--- config.mk ---
export PLATFORM = sky130hd
export DESIGN_NAME = path_writeback_fsm
export DESIGN_NICKNAME = d
export VERILOG_FILES = /design/src/rtl/path_writeback_fsm.sv
export SDC_FILE = /design/constraint.sdc
export NUM_CORES = 1
export LEC_CHECK = 0
export BUFFER_PORTS_ARGS = -buffer_cell sky130_fd_sc_hd__buf_4
export CORE_MARGIN = 1
export CORE_UTILIZATION = 50
export CTS_CLUSTER_SIZE = 8
export DETAILED_ROUTE_END_ITERATION = 7
export GPL_ROUTABILITY_DRIVEN = 0
export PLACE_DENSITY = 0.78
export SLEW_MARGIN = 25
export SYNTH_ARGS = -nofsm -noshare
export SYNTH_HDL_FRONTEND = slang
export SYNTH_SLANG_ARGS = --single-unit
--- constraint.sdc ---
create_clock -name clk -period 2.7 [get_ports clk]
set_input_delay 0.54 -clock clk [delete_from_list [all_inputs] [get_ports clk]]
set_output_delay 0.54 -clock clk [all_outputs]
set_load 0.1 [all_outputs]
--- src/rtl/path_writeback_fsm.sv ---
// Writes a pathfinder result path into the shared bridge memory: node words from base+2,
// 0xFFFF terminator, count word at base. Define PATH_CHECKSUM_EN to append an XOR checksum word.
module path_writeback_fsm #(
  parameter logic [15:0] PATH_BASE_ADDR = 16'h0900,
  parameter int          MAX_LEN        = 64,
  parameter int          FIFO_DEPTH     = 4
) (
  input  logic        clk,
  input  logic        reset,
  input  logic        start,
  input  logic        node_valid,
  output logic        node_ready,
  input  logic [15:0] node_id,
  input  logic        node_last,
  input  logic        bus_grant,
  output logic [15:0] address,
  output logic [15:0] writedata,
  output logic        write_enable,
  output logic        io_enable,
  output logic [15:0] path_len,
  output logic        overflow,
  output logic        finished
);

  localparam int IDXW = $clog2(MAX_LEN + 1);
  localparam int PTRW = $clog2(FIFO_DEPTH);
  localparam logic [IDXW-1:0] MAX_IDX   = IDXW'(MAX_LEN);
  localparam logic [IDXW-1:0] IDX_ONE   = IDXW'(1);
  localparam logic [PTRW:0]   FIFO_FULL = (PTRW+1)'(FIFO_DEPTH);
  localparam logic [PTRW-1:0] PTR_ONE   = PTRW'(1);
  localparam logic [PTRW:0]   CNT_ONE   = (PTRW+1)'(1);

`ifdef PATH_CHECKSUM_EN
  typedef enum logic [2:0] {S_IDLE, S_WRITING, S_TERM, S_COUNT, S_CHECKSUM, S_FINISH} state_t;
`else
  typedef enum logic [2:0] {S_IDLE, S_WRITING, S_TERM, S_COUNT, S_FINISH} state_t;
`endif

  state_t          state_q, state_d;
  logic [IDXW-1:0] idx_q, idx_d;
  logic            ovf_q, ovf_d;
  logic [15:0]     addr_q, addr_d;
  logic [15:0]     wdata_q, wdata_d;
  logic            we_q, we_d;
  logic            io_q, io_d;
  logic [15:0]     plen_q, plen_d;
  logic [PTRW-1:0] rd_q, rd_d, wr_q, wr_d;
  logic [PTRW:0]   cnt_q, cnt_d;
  logic [16:0]     mem_q [FIFO_DEPTH];
`ifdef PATH_CHECKSUM_EN
  logic [15:0]     csum_q, csum_d;
`endif

  logic        fifo_empty, fifo_full, push, pop, flush;
  logic [15:0] head_id, idx_off;
  logic        head_last;

  assign fifo_empty = (cnt_q == '0);
  assign fifo_full  = (cnt_q == FIFO_FULL);
  assign pop        = (state_q == S_WRITING) && !fifo_empty && bus_grant;
  // A full FIFO still accepts when it frees a slot in the same cycle.
  assign node_ready = (state_q == S_WRITING) && (!fifo_full || pop);
  assign push       = node_valid && node_ready;
  assign head_id    = mem_q[rd_q][15:0];
  assign head_last  = mem_q[rd_q][16];
  assign idx_off    = 16'(idx_q) << 1;

  assign address      = addr_q;
  assign writedata    = wdata_q;
  assign write_enable = we_q;
  assign io_enable    = io_q;
  assign path_len     = plen_q;
  assign overflow     = ovf_q;
  assign finished     = (state_q == S_FINISH);

  always_ff @(posedge clk) begin
    if (push) mem_q[wr_q] <= {node_last, node_id};
  end

  always_ff @(posedge clk or posedge reset) begin
    if (reset) begin
      state_q <= S_IDLE;
      idx_q   <= '0;
      ovf_q   <= 1'b0;
      addr_q  <= '0;
      wdata_q <= '0;
      we_q    <= 1'b0;
      io_q    <= 1'b1;
      plen_q  <= '0;
      rd_q    <= '0;
      wr_q    <= '0;
      cnt_q   <= '0;
`ifdef PATH_CHECKSUM_EN
      csum_q  <= '0;
`endif
    end else begin
      state_q <= state_d;
      idx_q   <= idx_d;
      ovf_q   <= ovf_d;
      addr_q  <= addr_d;
      wdata_q <= wdata_d;
      we_q    <= we_d;
      io_q    <= io_d;
      plen_q  <= plen_d;
      rd_q    <= rd_d;
      wr_q    <= wr_d;
      cnt_q   <= cnt_d;
`ifdef PATH_CHECKSUM_EN
      csum_q  <= csum_d;
`endif
    end
  end

  always_comb begin
    state_d = state_q;
    idx_d   = idx_q;
    ovf_d   = ovf_q;
    addr_d  = addr_q;
    wdata_d = wdata_q;
    we_d    = 1'b0;
    plen_d  = plen_q;
    flush   = 1'b0;
`ifdef PATH_CHECKSUM_EN
    csum_d  = csum_q;
`endif

    case (state_q)
      S_IDLE: begin
        if (start) begin
          state_d = S_WRITING;
          idx_d   = '0;
          ovf_d   = 1'b0;
          flush   = 1'b1;
`ifdef PATH_CHECKSUM_EN
          csum_d  = '0;
`endif
        end
      end
      S_WRITING: begin
        if (pop) begin
          // 0xFFFF is an in-band end marker and never reaches memory.
          if (head_id != 16'hFFFF) begin
            if (idx_q < MAX_IDX) begin
              addr_d  = PATH_BASE_ADDR + 16'd2 + idx_off;
              wdata_d = head_id;
              we_d    = 1'b1;
              idx_d   = idx_q + IDX_ONE;
`ifdef PATH_CHECKSUM_EN
              csum_d  = csum_q ^ head_id;
`endif
            end else begin
              ovf_d = 1'b1;
            end
          end
          if (head_last || head_id == 16'hFFFF) state_d = S_TERM;
        end
      end
      S_TERM: begin
        if (bus_grant) begin
          addr_d  = PATH_BASE_ADDR + 16'd2 + idx_off;
          wdata_d = 16'hFFFF;
          we_d    = 1'b1;
          state_d = S_COUNT;
        end
      end
      S_COUNT: begin
        if (bus_grant) begin
          addr_d  = PATH_BASE_ADDR;
          wdata_d = 16'(idx_q);
          we_d    = 1'b1;
          plen_d  = 16'(idx_q);
`ifdef PATH_CHECKSUM_EN
          state_d = S_CHECKSUM;
`else
          state_d = S_FINISH;
`endif
        end
      end
`ifdef PATH_CHECKSUM_EN
      S_CHECKSUM: begin
        if (bus_grant) begin
          addr_d  = PATH_BASE_ADDR + 16'd4 + idx_off;
          wdata_d = csum_q;
          we_d    = 1'b1;
          state_d = S_FINISH;
        end
      end
`endif
      S_FINISH: state_d = S_IDLE;
      default:  state_d = S_IDLE;
    endcase

    io_d = !we_d;
  end

  always_comb begin
    rd_d  = rd_q;
    wr_d  = wr_q;
    cnt_d = cnt_q;
    if (flush) begin
      rd_d  = '0;
      wr_d  = '0;
      cnt_d = '0;
    end else begin
      if (push) wr_d = wr_q + PTR_ONE;
      if (pop)  rd_d = rd_q + PTR_ONE;
      case ({push, pop})
        2'b10:   cnt_d = cnt_q + CNT_ONE;
        2'b01:   cnt_d = cnt_q - CNT_ONE;
        default: cnt_d = cnt_q;
      endcase
    end
  end

endmodule

Yosys cells after proc, flatten, opt, wreduce, memory -nomap -nowiden
Memories as Yosys holds them, arrays and structs flattened. Cells that the tools add are included.

Flip-flop bits (word level): 59. Latch bits: 0. RAM bits: 68. Memory bits (read-only): 0. Bits of input ports: 22. Output and inout port bits: 53. Word-level logic and storage cells: 101. Memories kept: 1.

$add $sub $neg: 6. $mul: 0. Div/mod/pow operators: 0. Magnitude comparators: 1. Equality and inequality tests: 17. Shift operators: 0. Multiplexer cells: 43. Bitwise logic cells: 0. Reductions and logical operators: 22.

Memories: mem_q (depth 4, bits a word 17, read ports 1, clocked after memory_dff 0, write ports 1, line 49) `logic [16:0] mem_q [FIFO_DEPTH];`.

Operators with widths (count): $mux 16 (10); $pmux 16 s3 (2); $mux 7 (4); $mux 3 (6); $eq 16x16->1 const B (1); $ne 16x16->1 const B (1); $reduce_and 5->1 (3); $pmux 7 s2 (1); $add 12x8->13 const A (1); $mux 1 (12); $pmux 3 s4 (1); $ne 2x2->1 const B (5); $mux 2 (4); $add 7x1->7 const B (1); $lt 7x7->1 const B (1); $eq 3x2->1 const B (2); $eq 3x3->1 const B (2); $logic_not 3->1 (2); $ne 2x1->1 const B (3); $pmux 3 s2 (1); $reduce_and 6->1 (1); $reduce_bool 2->1 (3); $reduce_bool 3->1 (2); $add 2x1->2 const B (2); other kinds (11) (18).

Logic depth before layout (Yosys ltp)
Gate-level depths: netlist of run 1.

Depth after elaboration: 10. Depth in mapped cells: 10.

Least setup slack after synthesis of run 1
No wires, ideal clock.

Kind: flip-flop to output port. From: register state_q[0]. To: output finished. Arrival: 2.979 ns. Required time: 2.160 ns. Setup slack: -0.819 ns. Cell stages (with the launch flop): 4. Buffers on the path: 2. Cell sequence: dfrtp_1 > clkbuf_1 > buf_1 > nor3b_1.

Longest elaborated chain between the ends: 1.

Ends and longest elaborated chain: from (decl) (line 39) `state_t state_q, state_d;`; from (signal assigned) (line 97) `state_q <= state_d;`; $eq 3x3->1 (line 74) `assign finished = (state_q == S_FINISH);`; to (decl) (line 22) `output logic finished`.

No other way between the ends.

Worst setup path in the final report of run 1
From: register rd_q[0]. To: register addr_q[3] (netlist: address[3]).

Longest elaborated chain between the ends: 4.

Ends and longest elaborated chain: from (decl) (line 47) `logic [PTRW-1:0] rd_q, rd_d, wr_q, wr_d;`; from (signal assigned) (line 105) `rd_q <= rd_d;`; $mem_v2 4x17; $ne 16x16->1 (line 142) `if (head_id != 16'hFFFF) begin`; $ne 2x1->1 (no line); $reduce_and 6->1 (no line); to (signal assigned) (line 100) `addr_q <= addr_d;`; to (decl) (line 42) `logic [15:0] addr_q, addr_d;`.

No other way between the ends. A chain may end at the register's enable or synchronous reset.

==> reports/summary.md, run 1 <==
Setup repair after global routing left no endpoint under its margin. 75 I/O pins were placed. For this run, the leading register cell type out of synthesis is edfxtp_1.

The run gives 0.516 as the starting utilization of the core area. Buffers placed on the I/O ports in this run total 59. The worst register-to-register path ends at address[3]$_DFFE_PP0P_. The startpoint identified for the worst register-to-register timing path is rd_q[0]$_DFFE_PP0P_. The tools report the total global routing overflow as 0.

The TritonCTS sink count is 121, and the highest fanout seen on the critical path is 19. The total die area is 0.0111 mm². The repair_antennas step left the layout with diodes totalling 0.

In the final routed layout, each cell accounts on average for 18.2 µm. For flop-to-flop paths, the worst setup slack is 0.18 ns. The share of final-layout standard cells stronger than drive strength 1 was 0.305; the die width was 105 µm. The share of the clock period used by the worst path after layout was 0.933; the depth of the worst register-to-register path was 7. Entering global routing, the biggest net connects 54 pins. The number of global-route vias before repair is 3177, and the total of hold buffers inserted after clock tree synthesis is 0.

The final layout contains 451 nets. The tools report the total detailed-routing wirelength as 10.4 mm. The worst slew slack as a fraction of its limit came out at 0.381. The logs give 0 for the synthesis warning total and 2.55 nW for the total leakage power. For the pin with the worst max-slew slack, the measured transition is 0.929 ns.

The most critical setup path has its endpoint at address[3]$_DFFE_PP0P_. The flow ran to the end, and the final reports show no timing, DRC or antenna violations. Once placement finished, the instance area stood at 0.00587 mm². Summing every instance area after synthesis gives 0.00533 mm². The logs give 0 for the number of max-slew violations in the final report and 37 for the row count. The worst setup path is launched from a flop. The number of levels in the clock H-tree was 4.

For the setup TNS after final layout, the log shows 0 ns. Setup violations remaining at the end of the flow were counted as 0. Cell chosen for the clock root: clkbuf_8.

The final critical delay including setup and external delays works out to 2.52 ns. The overall track demand over capacity in global routing was 0.203; the number of enable flip-flop cells after synthesis was 68. For the worst-skew pair, the clock arrives at the later sink with an insertion delay of 0.52 ns. In this run, CTS created clock tree buffers numbering 17. Critical path endpoint category: a flop. Tracing the worst setup path back leads to its startpoint at rd_q[0]$_DFFE_PP0P_.

The detailed router placed 3150 vias in this run. The first global-routing pass estimated 16.6 mm of wire. The share of synthesized registers carrying an async set or reset was 0.438. The relative area change from synthesis to final layout was 20.3%. The count of nets left with antenna violations once routing finished came out at 0.

The tool flagged a number of max-cap violations equal to 0. After clock tree synthesis, the setup repair step added 0 buffers. Dividing the detail-routed via count by the number of cells gives 5.51.

The tools report the starting DRC count in detailed routing as 151. The number of hold violations in the final report is 0. The classification of the worst-slack hold path was input pin to asynchronous set/reset pin. The initial antenna violation count was 0; the ratio of total power to cell area was 1310 mW/mm².

Total iterations of the first detailed-routing run: 4. The tools report the final standard cell area without fillers as 0.00641 mm². No sink is reached through more buffers than the 2 on the longest clock path. For this run, design rule violations remaining after detail routing come to 0. At the worst endpoint, the required time is 3.09 ns. Summed over all nets, the half-perimeter wirelength after detailed placement is 6.88 mm. The tools report the post-synthesis cell type count as 54. The path type of the worst setup path is flop to flop.

The clock skew was 0.00813 ns; the arrival time of data at the critical path endpoint was 2.91 ns. TritonCTS built the clock tree. The run gives 0.632 as the fraction of the yosys area taken by sequential cells.

The average instance area after synthesis was 15.1 µm²; the number of standard cells after synthesis was 354. Clock edge transition at the registers on the reported setup and hold paths: 0.06 ns. The vertical die dimension is 105 µm, and the register bit count reported by yosys is 121. The region available for standard cell placement spans 0.0103 mm². Derived from the worst setup path, the maximum achievable clock frequency is 0.397 GHz. The worst vdd rail ir drop came out at 0.749 mV.
## Yosys cell counts (all sizes together), types with 2 or more instances
cell type | instances | area [µm²]
edfxtp | 68 | 2040
dfrtp | 52 | 1300
nor2 | 27 | 101
buf | 25 | 218
nand2 | 19 | 71.3
mux4 | 17 | 420
o2bb2ai | 15 | 194
inv | 14 | 52.6
clkbuf | 10 | 37.5
o21ai | 10 | 61.3
mux2i | 9 | 90.1
xnor2 | 9 | 78.8
a31oi | 8 | 50.1
mux2 | 8 | 90.1
nand4 | 8 | 62.6
nand3 | 7 | 40.0
and2 | 5 | 31.3
ha | 5 | 62.6
nor3 | 5 | 25.0
a21oi | 3 | 15.0
o31a | 3 | 26.3
nand2b | 2 | 12.5
nor3b | 2 | 15.0
nor4b | 2 | 17.5
or4b | 2 | 20.0
xor2 | 2 | 17.5
## logic make-up after synthesis
| kind of cell | share of synthesized area |
|---|---|
| flops | 0.632 |
| simple gates | 0.0871 |
| buf+inv | 0.0578 |
| compound gates | 0.0758 |
| mux | 0.113 |
| xor+xnor | 0.0181 |
| fa+ha+maj | 0.0155 |
| other cells | 0.000704 |
## cell type report
type | instances | area [µm²]
fill | 754 | 3910
tap | 136 | 170
inverter | 14 | 52.6
clock buffer | 17 | 414
sequential | 121 | 3370
timing repair buffer | 71 | 571
multi-input combinational | 198 | 1720
clock inverter | 15 | 120
## state kept, by name, indices dropped and copies added (netlist names)
| name | flops |
|---|---|
| address | 10 |
| cnt_q | 3 |
| idx_q | 7 |
| io_enable | 1 |
| mem_q | 68 |
| overflow | 1 |
| path_len | 7 |
| rd_q | 2 |
| state_q | 3 |
| wr_q | 2 |
| write_enable | 1 |
| writedata | 16 |
## repair_timing
action / in CTS / in global routing
resized for setup: 0 / 2
hold endpoints to repair: 0 / 0
setup endpoints to repair: 0 / 2
## routing by layer
metal  wire [µm]  global-route usage
met1        4420               0.255
met2        5380               0.335
met3         444              0.0563
met4         184              0.0785
met5           0                   0
## report_power, final
| group | switching, mW | internal, mW | leakage (nW) | total (mW) |
|---|---|---|---|---|
| registers | 0.269 | 2.40 | 1.29 | 2.67 |
| logic | 2.64 | 1.10 | 1.01 | 3.74 |
| clock network | 0.855 | 1.14 | 0.251 | 2.00 |
## metrics by stage
stage | setup WS, ns | util | instances | hold slack (ns) | power [mW]
2_1_floorplan | 0.165 | - | 368 | 0.500 | 5.64
3_3_place_gp | 0.243 | 0.569 | 540 | 0.468 | 6.32
3_5_place_dp | 0.113 | 0.569 | 540 | 0.475 | 6.41
4_1_cts | 0.131 | 0.621 | 572 | 0.203 | 8.43
5_1_grt | 0.0683 | 0.621 | 572 | 0.202 | 8.74
6_report | 0.182 | 0.621 | 572 | 0.200 | 8.40
## cells in the final DEF (no fill, tap or decap), types with 4 or more instances in the layout
cell type,n
and2_1,5
mux2_1,8
xnor2_1,9
mux2i_1,9
clkbuf_16,16
nor2_1,27
o2bb2ai_2,10
dfrtp_1,52
ha_1,5
mux4_1,10
a31oi_1,8
clkinv_4,4
nor3_1,5
inv_1,12
clkinvlp_4,4
nand3_1,6
conb_1,15
edfxtp_1,68
o21ai_0,9
buf_4,68
inv_6,4
o2bb2ai_1,5
nand4_1,6
nand2_1,19
mux4_2,7
## critical path, cell delays in order, from the launching register on
cell     delay, ns
dfrtp_1       0.37
buf_12        0.19
mux4_1        0.66
nand4_1       0.20
nor4_4        0.07
o31a_1        0.36
buf_12        0.19
mux2_1        0.34
## worst min-delay path by stage
stage                              startpoint  slack [ns]                         to
floorplan                idx_q[0]$_DFFE_PP0P_        0.50     address[1]$_DFFE_PP0P_
global placement      path_len[5]$_DFFE_PP0P_        0.47    path_len[5]$_DFFE_PP0P_
detailed placement  writedata[14]$_DFFE_PP0P_        0.47  writedata[14]$_DFFE_PP0P_
CTS                               node_id[12]        0.20     mem_q[0][12]$_DFFE_PP_
global route                       node_id[9]        0.20      mem_q[0][9]$_DFFE_PP_
finish                                  reset        0.20     write_enable$_DFF_PP0_
Power figures use the tool's default switching activity.
==> run 2: changes to the inputs <==
==> constraint.sdc (replaced) <==
create_clock -name clk -period 2.8 [get_ports clk]
set_input_delay 0.56 -clock clk [delete_from_list [all_inputs] [get_ports clk]]
set_output_delay 0.56 -clock clk [all_outputs]
set_load 0.1 [all_outputs]
==> reports/summary.md, run 2 (synthesis gave the netlist of run 1 again) <==
The flow ran to the end, and the final reports show no timing, DRC or antenna violations. Buffers inserted during clock tree synthesis total 17. The clock reaches the later pin of the worst-skew pair after 0.52 ns. Worst slew slack as a fraction of its limit: 0.398. Measured along the x axis, the die boundary spans 105 µm. The critical path is of the flop to primary output type. The total global routing overflow is 0. The detailed-route vias per instance is 5.48. The highest fanout seen on the critical path works out to 6. The most critical setup path has its startpoint at cnt_q[1]$_DFFE_PP0P_.

For the number of levels in the clock H-tree, the log shows 4. Entering global routing, the biggest net connects 34 pins. STA classifies the critical path startpoint as a flop. The die covers 0.0111 mm². For this design the static power due to leakage is 2.58 nW.

CTS saw 121 sinks. Fill cells in the final layout number 740. The overall track demand over capacity in global routing was 0.204. The number of design rule violations left after detail routing is 0, and the worst endpoint required time is 2.24 ns. Port buffering added 59 buffers.

Setup repair after global routing left no endpoint under its margin. Detailed placement ended at an HPWL of 6.95 mm. The share of the clock period used by the worst path after layout came out at 0.883.

STA classifies the critical path endpoint as a primary output. The number of max-slew violations in the final report is 0. The final critical delay including setup and external delays is 2.47 ns, and the starting DRC count in detailed routing is 148. Summing all flip-flop and latch instances after layout gives 0.00337 mm².

Summing all multi-input logic gate instances after layout gives 0.00171 mm². Row generation in the floorplan step produced 37 rows. Relative to the synthesized area, the layout overhead comes to 21.6%.

After floorplanning, the core was sized to cover 0.0103 mm². The clock edge transition at the registers on the reported setup and hold paths is 0.06 ns. The worst register-to-register path begins at state_q[2]$_DFFE_PP0P_. The cell chosen for the clock root was clkbuf_8. Leaving out fill and tap cells, the most frequent cell in the layout is buf_4. The total detailed-routing wirelength is 10.2 mm, and the number of routed nets with antenna violations is 0. The number of antenna diodes in the final layout is 0.

The number of vias after detailed routing came out at 3140. Timing analysis after detailed placement gives a worst setup slack of 0.220 ns. Across the routed clock network, the largest skew measured is 0.0214 ns.

The tools report the starting utilization of the core area as 0.516. Pin placement for this block handled 75 I/O pins. The min-delay analysis places its worst path in the category input pin to asynchronous set/reset pin. The run gives 3155 as the number of global-route vias before repair.

The post-CTS setup buffer count was 0; the ratio of total power to cell area was 1290 mW/mm². For the setup TNS after final layout, the log shows 0 ns. The maximum achievable frequency was 0.405 GHz.

For the worst setup path, the data arrival time is 1.91 ns. For the initial antenna violation count, the log shows 0. The share of final-layout standard cells stronger than drive strength 1 is 0.304, and the number of nets in the layout is 452. The worst vdd rail ir drop is 0.613 mV, and the measured slew at the worst slew-check pin is 0.903 ns. The count of final setup violators is 0, and the per-cell routed wire length is 17.8 µm. The die is 105 µm tall.

The first detailed-routing pass took 5 iterations. The wire length of the first global-routing pass is 16.5 mm. The top register by number of flip-flops is mem_q. Number of hold violations in the final report: 0. In the post-route analysis, the smallest setup slack over all paths is 0.328 ns. The library cells used most frequently in the layout, excluding fill and tap cells, are buf_4, edfxtp_1, dfrtp_1. The tools report the maximum clock insertion buffer count as 2. TritonCTS built the clock tree. The tool flagged a number of max-cap violations equal to 0. The register with the most flip-flops in the layout has 68 of them.
## run 2: changes by cell type in the layout (fill, tap and decap cells not counted)
cell       delta
bufinv_16     +3
clkinv_4      -3
buf_4         +1
clkbuf_1      +1
clkinv_1      -1
clkinv_2      -1
inv_6         +1
nor3b_1       +1
nor3b_2       -1
## run 2: area by class of cell
class,count,share of cell area
Tap cell,136,0.0262
Sequential cell,121,0.520
Clock inverter,14,0.0284
Inverter,14,0.00811
Timing Repair Buffer,72,0.0892
Multi-Input combinational cell,198,0.264
Clock buffer,18,0.0645
## run 2: path summary, 6_finish.rpt
path,cells after the start,slack [ns],endpoint
max,3,0.33,node_ready
min,2,0.15,path_len[3]$_DFFE_PP0P_
max reg2reg,8,0.35,cnt_q[2]$_DFFE_PP0P_
min reg2reg,2,0.48,path_len[0]$_DFFE_PP0P_
max in group asynchronous,3,2.00,cnt_q[2]$_DFFE_PP0P_
min in group clk,1,0.24,mem_q[2][3]$_DFFE_PP_
## run 2: power by group
part	switching, mW	internal [mW]
Sequential	0.259	2.31
Clock	0.800	1.37
Combinational	2.53	1.06
## run 2: through the flow
step	util	instances	power, mW	hold WS [ns]	instance area (µm²)
after floorplan	-	368	5.44	0.500	5390
after global placement	0.570	541	6.10	0.462	5880
after detailed placement	0.570	541	6.17	0.468	5880
after CTS	0.628	573	8.37	0.155	6480
after global routing	0.628	573	8.70	0.191	6480
final	0.628	573	8.33	0.146	6480
## run 2: metal layers
metal | vias up | wire length (µm) | global-route usage
met3 | 12 | 528 | 0.0643
met2 | 127 | 5270 | 0.336
met5 | - | 0 | 0
li1 | 1450 | - | -
met4 | 0 | 162 | 0.0734
met1 | 1551 | 4260 | 0.253
## run 2: what timing repair did
| action | in CTS | in global routing |
|---|---|---|
| endpoints found under the setup margin | 0 | 1 |
| gates resized for setup | 0 | 1 |
| hold buffers | 0 | 0 |
## run 2: worst max-delay path, cell delays in order (launching register included)
cell,delay (ns)
dfrtp_1,0.44
or4b_1,0.55
and2_1,0.18
buf_4,0.23
